### config.mk
export PLATFORM = sky130hd
export DESIGN_NAME = game_controller
export DESIGN_NICKNAME = d
export VERILOG_FILES = /design/src/rtl/game_pkg.sv /design/src/rtl/target_lfsr.sv /design/src/rtl/game_controller.sv
export SDC_FILE = /design/constraint.sdc
export NUM_CORES = 1
export LEC_CHECK = 0
export ABC_AREA = 1
export CAP_MARGIN = 10
export CORE_MARGIN = 5
export CORE_UTILIZATION = 55
export CTS_BUF_LIST = sky130_fd_sc_hd__clkbuf_4 sky130_fd_sc_hd__clkbuf_8
export CTS_CLUSTER_DIAMETER = 100
export DETAILED_ROUTE_END_ITERATION = 16
export PLACE_DENSITY = 0.75
export SLEW_MARGIN = 20
export SYNTH_ARGS = -nofsm -noshare
export SYNTH_HDL_FRONTEND = slang
export SYNTH_SLANG_ARGS = --single-unit
### constraint.sdc
create_clock -name CLOCK_50 -period 6.65 [get_ports CLOCK_50]
set_input_delay 0.665 -clock CLOCK_50 [delete_from_list [all_inputs] [get_ports CLOCK_50]]
set_output_delay 0.665 -clock CLOCK_50 [all_outputs]
set_load 0.05 [all_outputs]
### src/rtl/game_pkg.sv
// Shared types and constants for the whack-a-box game controller.
// Includes the target pick rule used when a new box is lit.
package game_pkg;

    typedef enum logic [2:0] {
        ST_LOBBY     = 3'd0,
        ST_ARM       = 3'd1,
        ST_WAIT_HIT  = 3'd2,
        ST_HIT       = 3'd3,
        ST_GAME_OVER = 3'd4
    } state_t;

    localparam logic [2:0]  MIF_LOBBY    = 3'd0;
    localparam logic [2:0]  MIF_GAMEOVER = 3'd7;
    localparam logic [2:0]  BOX_NONE     = 3'd0;
    localparam logic [2:0]  BOX_INVALID  = 3'd7;
    localparam int          NUM_BOXES    = 6;
    localparam logic [10:0] SCORE_MAX    = 11'd2047;
    localparam logic [7:0]  LFSR_SEED    = 8'hA5;

    // Unusable or repeated candidates fall back to the next box in rotation.
    function automatic logic [2:0] pick_target(input logic [2:0] cand, input logic [2:0] cur);
        logic [2:0] nxt;
        nxt = (cur == 3'(NUM_BOXES)) ? 3'd1 : cur + 3'd1;
        if (cand == BOX_NONE || cand == BOX_INVALID || cand == cur)
            return nxt;
        return cand;
    endfunction

endpackage

### src/rtl/target_lfsr.sv
// Free-running 8-bit Fibonacci LFSR (taps 8,6,5,4) used as the target source.
module target_lfsr
    import game_pkg::*;
(
    input  logic       clk_i,
    input  logic       resetn_i,
    output logic [7:0] state_o
);

    logic [7:0] state_q;
    logic [7:0] state_d;

    always_comb begin
        state_d = {state_q[6:0], state_q[7] ^ state_q[5] ^ state_q[4] ^ state_q[3]};
    end

    always_ff @(posedge clk_i) begin
        if (!resetn_i)
            state_q <= LFSR_SEED;
        else
            state_q <= state_d;
    end

    assign state_o = state_q;

endmodule

### src/rtl/game_controller.sv
// Game sequencer: lobby, timed rounds of lit targets scored from the sensor boxes, game over.
// Every output comes straight from a flop.
module game_controller
    import game_pkg::*;
#(
    parameter int TICK_DIV     = 50_000_000,
    parameter int GAME_SECONDS = 60,
    parameter int TARGET_TICKS = 2
) (
    input  logic        CLOCK_50,
    input  logic        resetn,
    input  logic        start_game,
    input  logic [2:0]  box_address,
    output logic [2:0]  mif_control_signal,
    output logic [10:0] score,
    output logic [5:0]  game_timer,
    output logic        play_sound,
    output logic        lobby_sound,
    output logic        game_active
);

    localparam int TICK_W = (TICK_DIV > 1) ? $clog2(TICK_DIV) : 1;
    localparam int TT_W   = (TARGET_TICKS > 1) ? $clog2(TARGET_TICKS) : 1;
    localparam logic [TICK_W-1:0] TICK_LAST = TICK_W'(TICK_DIV - 1);
    localparam logic [TT_W-1:0]   TT_LAST   = TT_W'(TARGET_TICKS - 1);
    localparam logic [5:0]        GAME_LEN  = 6'(GAME_SECONDS);

    state_t            state_q, state_d;
    logic              start_q;
    logic [2:0]        box_prev_q;
    logic [TICK_W-1:0] tick_q, tick_d;
    logic [TT_W-1:0]   tt_q, tt_d;
    logic [5:0]        timer_q, timer_d;
    logic [10:0]       score_q, score_d;
    logic [2:0]        target_q, target_d;
    logic [2:0]        mif_q, mif_d;
    logic              play_q, play_d;
    logic              lobby_q, lobby_d;
    logic              active_q, active_d;
    logic [7:0]        lfsr;
    logic              lfsr_hi_unused;
    logic              start_edge, hit_ev, is_active, tick_wrap;

    function automatic logic [10:0] sat_inc(input logic [10:0] s);
        return (s == SCORE_MAX) ? s : s + 11'd1;
    endfunction

    function automatic logic [10:0] sat_dec(input logic [10:0] s);
        return (s == 11'd0) ? s : s - 11'd1;
    endfunction

    target_lfsr u_lfsr (
        .clk_i    (CLOCK_50),
        .resetn_i (resetn),
        .state_o  (lfsr)
    );

    assign lfsr_hi_unused = ^lfsr[7:3];

    assign start_edge = start_game & ~start_q;
    assign hit_ev     = (box_address != BOX_NONE) && (box_address != BOX_INVALID)
                        && (box_address != box_prev_q);
    assign is_active  = (state_q == ST_ARM) || (state_q == ST_WAIT_HIT) || (state_q == ST_HIT);
    assign tick_wrap  = is_active && (tick_q == TICK_LAST);

    always_ff @(posedge CLOCK_50) begin
        if (!resetn) begin
            state_q    <= ST_LOBBY;
            start_q    <= 1'b0;
            box_prev_q <= BOX_NONE;
            tick_q     <= '0;
            tt_q       <= '0;
            timer_q    <= GAME_LEN;
            score_q    <= '0;
            target_q   <= BOX_NONE;
            mif_q      <= MIF_LOBBY;
            play_q     <= 1'b0;
            lobby_q    <= 1'b1;
            active_q   <= 1'b0;
        end else begin
            state_q    <= state_d;
            start_q    <= start_game;
            box_prev_q <= box_address;
            tick_q     <= tick_d;
            tt_q       <= tt_d;
            timer_q    <= timer_d;
            score_q    <= score_d;
            target_q   <= target_d;
            mif_q      <= mif_d;
            play_q     <= play_d;
            lobby_q    <= lobby_d;
            active_q   <= active_d;
        end
    end

    always_comb begin
        state_d  = state_q;
        tick_d   = tick_q;
        tt_d     = tt_q;
        timer_d  = timer_q;
        score_d  = score_q;
        target_d = target_q;
        play_d   = 1'b0;
        if (is_active) begin
            tick_d = tick_wrap ? '0 : tick_q + TICK_W'(1);
            if (tick_wrap && timer_q != 6'd0)
                timer_d = timer_q - 6'd1;
        end
        unique case (state_q)
            ST_LOBBY: begin
                if (start_edge) begin
                    state_d = ST_ARM;
                    score_d = '0;
                    timer_d = GAME_LEN;
                    tick_d  = '0;
                end
            end
            ST_ARM: begin
                target_d = pick_target(lfsr[2:0], target_q);
                tt_d     = '0;
                state_d  = ST_WAIT_HIT;
            end
            ST_WAIT_HIT: begin
                if (hit_ev && box_address == target_q) begin
                    score_d = sat_inc(score_q);
                    play_d  = 1'b1;
                    state_d = ST_HIT;
                end else begin
                    if (hit_ev)
                        score_d = sat_dec(score_q);
                    if (tick_wrap) begin
                        if (tt_q == TT_LAST)
                            state_d = ST_ARM;
                        else
                            tt_d = tt_q + TT_W'(1);
                    end
                end
            end
            ST_HIT:       state_d = ST_ARM;
            ST_GAME_OVER: if (start_edge) state_d = ST_LOBBY;
            default:      state_d = ST_LOBBY;
        endcase
        // Time-out wins over any transition, but a hit scored this edge stands.
        if (is_active && timer_q == 6'd0)
            state_d = ST_GAME_OVER;
    end

    always_comb begin
        mif_d    = MIF_LOBBY;
        lobby_d  = 1'b0;
        active_d = 1'b0;
        unique case (state_d)
            ST_LOBBY:     lobby_d = 1'b1;
            ST_GAME_OVER: mif_d   = MIF_GAMEOVER;
            default: begin
                mif_d    = target_d;
                active_d = 1'b1;
            end
        endcase
    end

    assign mif_control_signal = mif_q;
    assign score              = score_q;
    assign game_timer         = timer_q;
    assign play_sound         = play_q;
    assign lobby_sound        = lobby_q;
    assign game_active        = active_q;

endmodule

==> impl_results.md <==
- Max_cap viols: 0
- Share of the clock period used by the worst path: 0.4893
- Last weighted congestion value of the routability-driven placer: 0.9209
- Core box area: 7176 um2
- PortBufs: 28
- Xor/xnor share of the synthesized area: 0.04828
- Syn Inst Count: 595
- Number of global-route vias before repair: about 3.6k
- Commonest non-fill, non-tap cell in the layout: sky130_fd_sc_hd__nand2_1
- Post-cts gate resize count: 0
- Final WL: 8910 um
- P per Cell Area: 210.6 nW/um2
- Post-CTS repair timing setup buffer count: 0
- Final clock skew: 0.006758 ns
- Area Overhead vs Synth: 14.26%
- Number of antenna cells inserted: 0
- Proportion of netlist area held by the largest area contributor: 0.3411
- Post-Synth Adder-Cell Area: 0.04263
- Number of filler instances in the final layout: between 600 and 700
- Detail Placement HPWL: approximately 7000 um
- Sort of element at the end of the critical path: flip-flop
- Hold slack: 0.4204 ns
- Worst Path Required: 6.85 ns
- Maximum fanout along the worst path: 12
- Combined global-route utilization of all metal layers: 0.2141
- Most frequent cells in the layout: sky130_fd_sc_hd__nand2_1 (135), sky130_fd_sc_hd__inv_1 (78), sky130_fd_sc_hd__nor2_1 (78)
- Share of synthesized cell area in and, or, nand and nor gates: 0.3890
- Seq cells post-synth: 68
- Final Instance Count excl. Fillers: 730
- Count of yosys warnings during synthesis: 0
- Power share of the clock group: 0.370
- CTS H-tree lvls: 3
- Post-synthesis mux area share: 0
- Cell area after technology mapping: 3991 um2
- Full die area: ~9100 um2
- Synth top area cells: sky130_fd_sc_hd__dfxtp_1 (34%), sky130_fd_sc_hd__nand2_1 (13%), sky130_fd_sc_hd__inv_1 (7.3%), sky130_fd_sc_hd__nor2_1 (7.3%), sky130_fd_sc_hd__nand3_1 (5.1%)
- Post-detailed-route DRC marker count: 0
- Combined area of the multi-input logic cells: between 2000 and 2500 um2
- Avg Vias per Cell: 5.210
- Post-synth cell types: 39
- Root Buffer Master: sky130_fd_sc_hd__clkbuf_8
- Portion of total power attributed to combinational logic: 0.178
- WL per Instance: between 10 and 15 um
- Final hold violation count: 0
- Floorplan die width: 95.19 um
- Average instance area after synthesis: roughly 6.7 um2
- Clk sink count: 68
- Critical path type: in2reg
- Initial core utilization: 0.5562
- Combinational family with the most area after synthesis: simple AND/OR/NAND/NOR gates
- Inserted Clock Buffers: 9
- Total congestion overflow after global routing: 0
- Switch share: 0.3065
- Part of the power in registers: 0.452
- Type of origin of the critical path: primary input
- Final setup vio count: 0
- Final Slew Violations: 0
- # rows: 31
- Number of antenna violations at the first check in global routing: 0
- Starting DRC count in detailed routing: around 150
- Int Power: approximately 0.67 mW
- Ports placed on the boundary: 29
- Count of vias placed by the detailed router: 3,803
- Synth Area in Compound Gates: 0.08652
- RSZ-0062 raised after global routing: false
- Register area: 1361 um2
- Total placed cells including tap cells: 714
- Number of nets in the synthesized netlist: 614
- Upper clock frequency limit: 307.3 MHz
- Antenna Violating Nets Remaining: 0
- VDD IR-drop max: 124.5 uV
- Proportion of layout cells with a drive suffix above 1: 0.08399
- Register clock-pin slew on the reported worst setup and hold paths: 0.08 ns
- Post-Route Setup TNS: 0 ns
- Largest area contributor in the synthesized netlist: sky130_fd_sc_hd__dfxtp_1
- Sequential cell area fraction in the yosys report: 0.3411
- Endpoint arrival time on the critical path: 3.45 ns
- Switch Pwr: about 0.3 mW
- Latest clock arrival within the worst-skew pair: 0.35 ns
- 1st-pass router iterations: 5
- Post-layout total power: 0.9604 mW
- Shortest period the worst path allows: about 3.3 ns
- Max-slew headroom: 0.4993
- Actual slew at the worst max-slew pin: 0.7503 ns
- Run status: completed
- Pin count of the biggest net entering global routing: 25
- Count of nets after finishing: approximately 650
- Leak Pwr: 2.004 nW
- Hold Buf Count CTS: 0
- Tightest Hold Check Type: reg2reg
- Clock Tree Buf Depth: 2
- First-pass GRT wire length: 15,500 um
- CTS tree: yes
- Y dimension of the die: 95.19 um
-- cell usage after synthesis (all sizes together) --
master	number
nand2	144
inv	86
nor2	85
dfxtp	68
nand3	45
a21oi	31
nor3	25
nand4	24
o21ai	22
ha	12
xnor2	11
xor2	11
nor4	6
buf	4
clkbuf	4
or2	4
a211oi	3
a31oi	3
a41oi	1
clkinv	1
fa	1
nand3b	1
o2111ai	1
o211a	1
o21bai	1
-- stage by stage --
step / util / setup WS (ns) / instance area [um2]
2_1_floorplan: - / 4.046 / 3991
6_report: 0.6356 / 3.396 / 4561
3_5_place_dp: 0.6066 / 3.064 / 4353
3_3_place_gp: 0.6066 / 3.099 / 4353
5_1_grt: 0.6356 / 3.132 / 4561
4_1_cts: 0.6356 / 3.435 / 4561
-- layer usage --
metal,up-vias,global-route usage,part of all wire
met3,19,0.04736,0.045
met2,87,0.3644,0.49
li1,1996,-,-
met4,0,0.09014,0.021
met1,1701,0.2591,0.44
met5,-,0,0
-- power groups by stage --
stage	Combinational, mW	Sequential [mW]	Clock [mW]
2_1_floorplan	0.116	0.458	0
3_3_place_gp	0.169	0.443	0
5_1_grt	0.194	0.436	0.386
4_1_cts	0.172	0.434	0.362
3_5_place_dp	0.171	0.443	0
6_report	0.171	0.434	0.355
-- critical path, cell delays in order --
cell and delay, ns:
sky130_fd_sc_hd__clkdlybuf4s50_1 0.55, sky130_fd_sc_hd__inv_1 0.08, sky130_fd_sc_hd__nand2_1 0.06, sky130_fd_sc_hd__nand2_1 0.05
sky130_fd_sc_hd__nand3_1 0.13, sky130_fd_sc_hd__nand3_1 0.43, sky130_fd_sc_hd__ha_1 0.52, sky130_fd_sc_hd__inv_1 0.10
sky130_fd_sc_hd__nor3_1 0.29, sky130_fd_sc_hd__nand3_1 0.16, sky130_fd_sc_hd__nand3_1 0.15, sky130_fd_sc_hd__inv_1 0.05
sky130_fd_sc_hd__nand2_1 0.06, sky130_fd_sc_hd__nand2_1 0.05, sky130_fd_sc_hd__nand2_1 0.06, sky130_fd_sc_hd__a21oi_1 0.05
-- flip-flops by register name, indices dropped and copies added (netlist names), 3 cells and up --
register and count:
score 11, mif_control_signal 3, tick_q 26, target_q 3
game_timer 6, box_prev_q 3, state_q 3, u_lfsr.state_o 8
-- path summary, 6_finish.rpt --
check | end | slack (ns) | cells after the start | start
min reg2reg | u_lfsr.state_o[7] | 0.42 | 1 | u_lfsr.state_o[6]
max | score[10] | 3.40 | 16 | box_address[2]
min | u_lfsr.state_o[7] | 0.42 | 1 | u_lfsr.state_o[6]
max reg2reg | score[10] | 3.81 | 14 | target_q[1]
-- cell type report --
cell class | instances | area share
inverter | 87 | 0.07160
sequential | 68 | 0.2985
tap | 99 | 0.02716
clock inverter | 6 | 0.01536
multi-input combinational | 432 | 0.4957
timing repair buffer | 28 | 0.06145
clock buffer | 10 | 0.03018
-- cell families (layout without fill, tap and decap cells) --
kind of cell	Yosys count	after routing
AOI/OAI and AO/OA	63	63
xor gates and xnor gates	22	22
adders and majority gates	13	13
buffers and inverters	95	131
DFF	68	68
and+or+nand+nor	334	334
No activity file was read; power rests on OpenSTA's default activity.
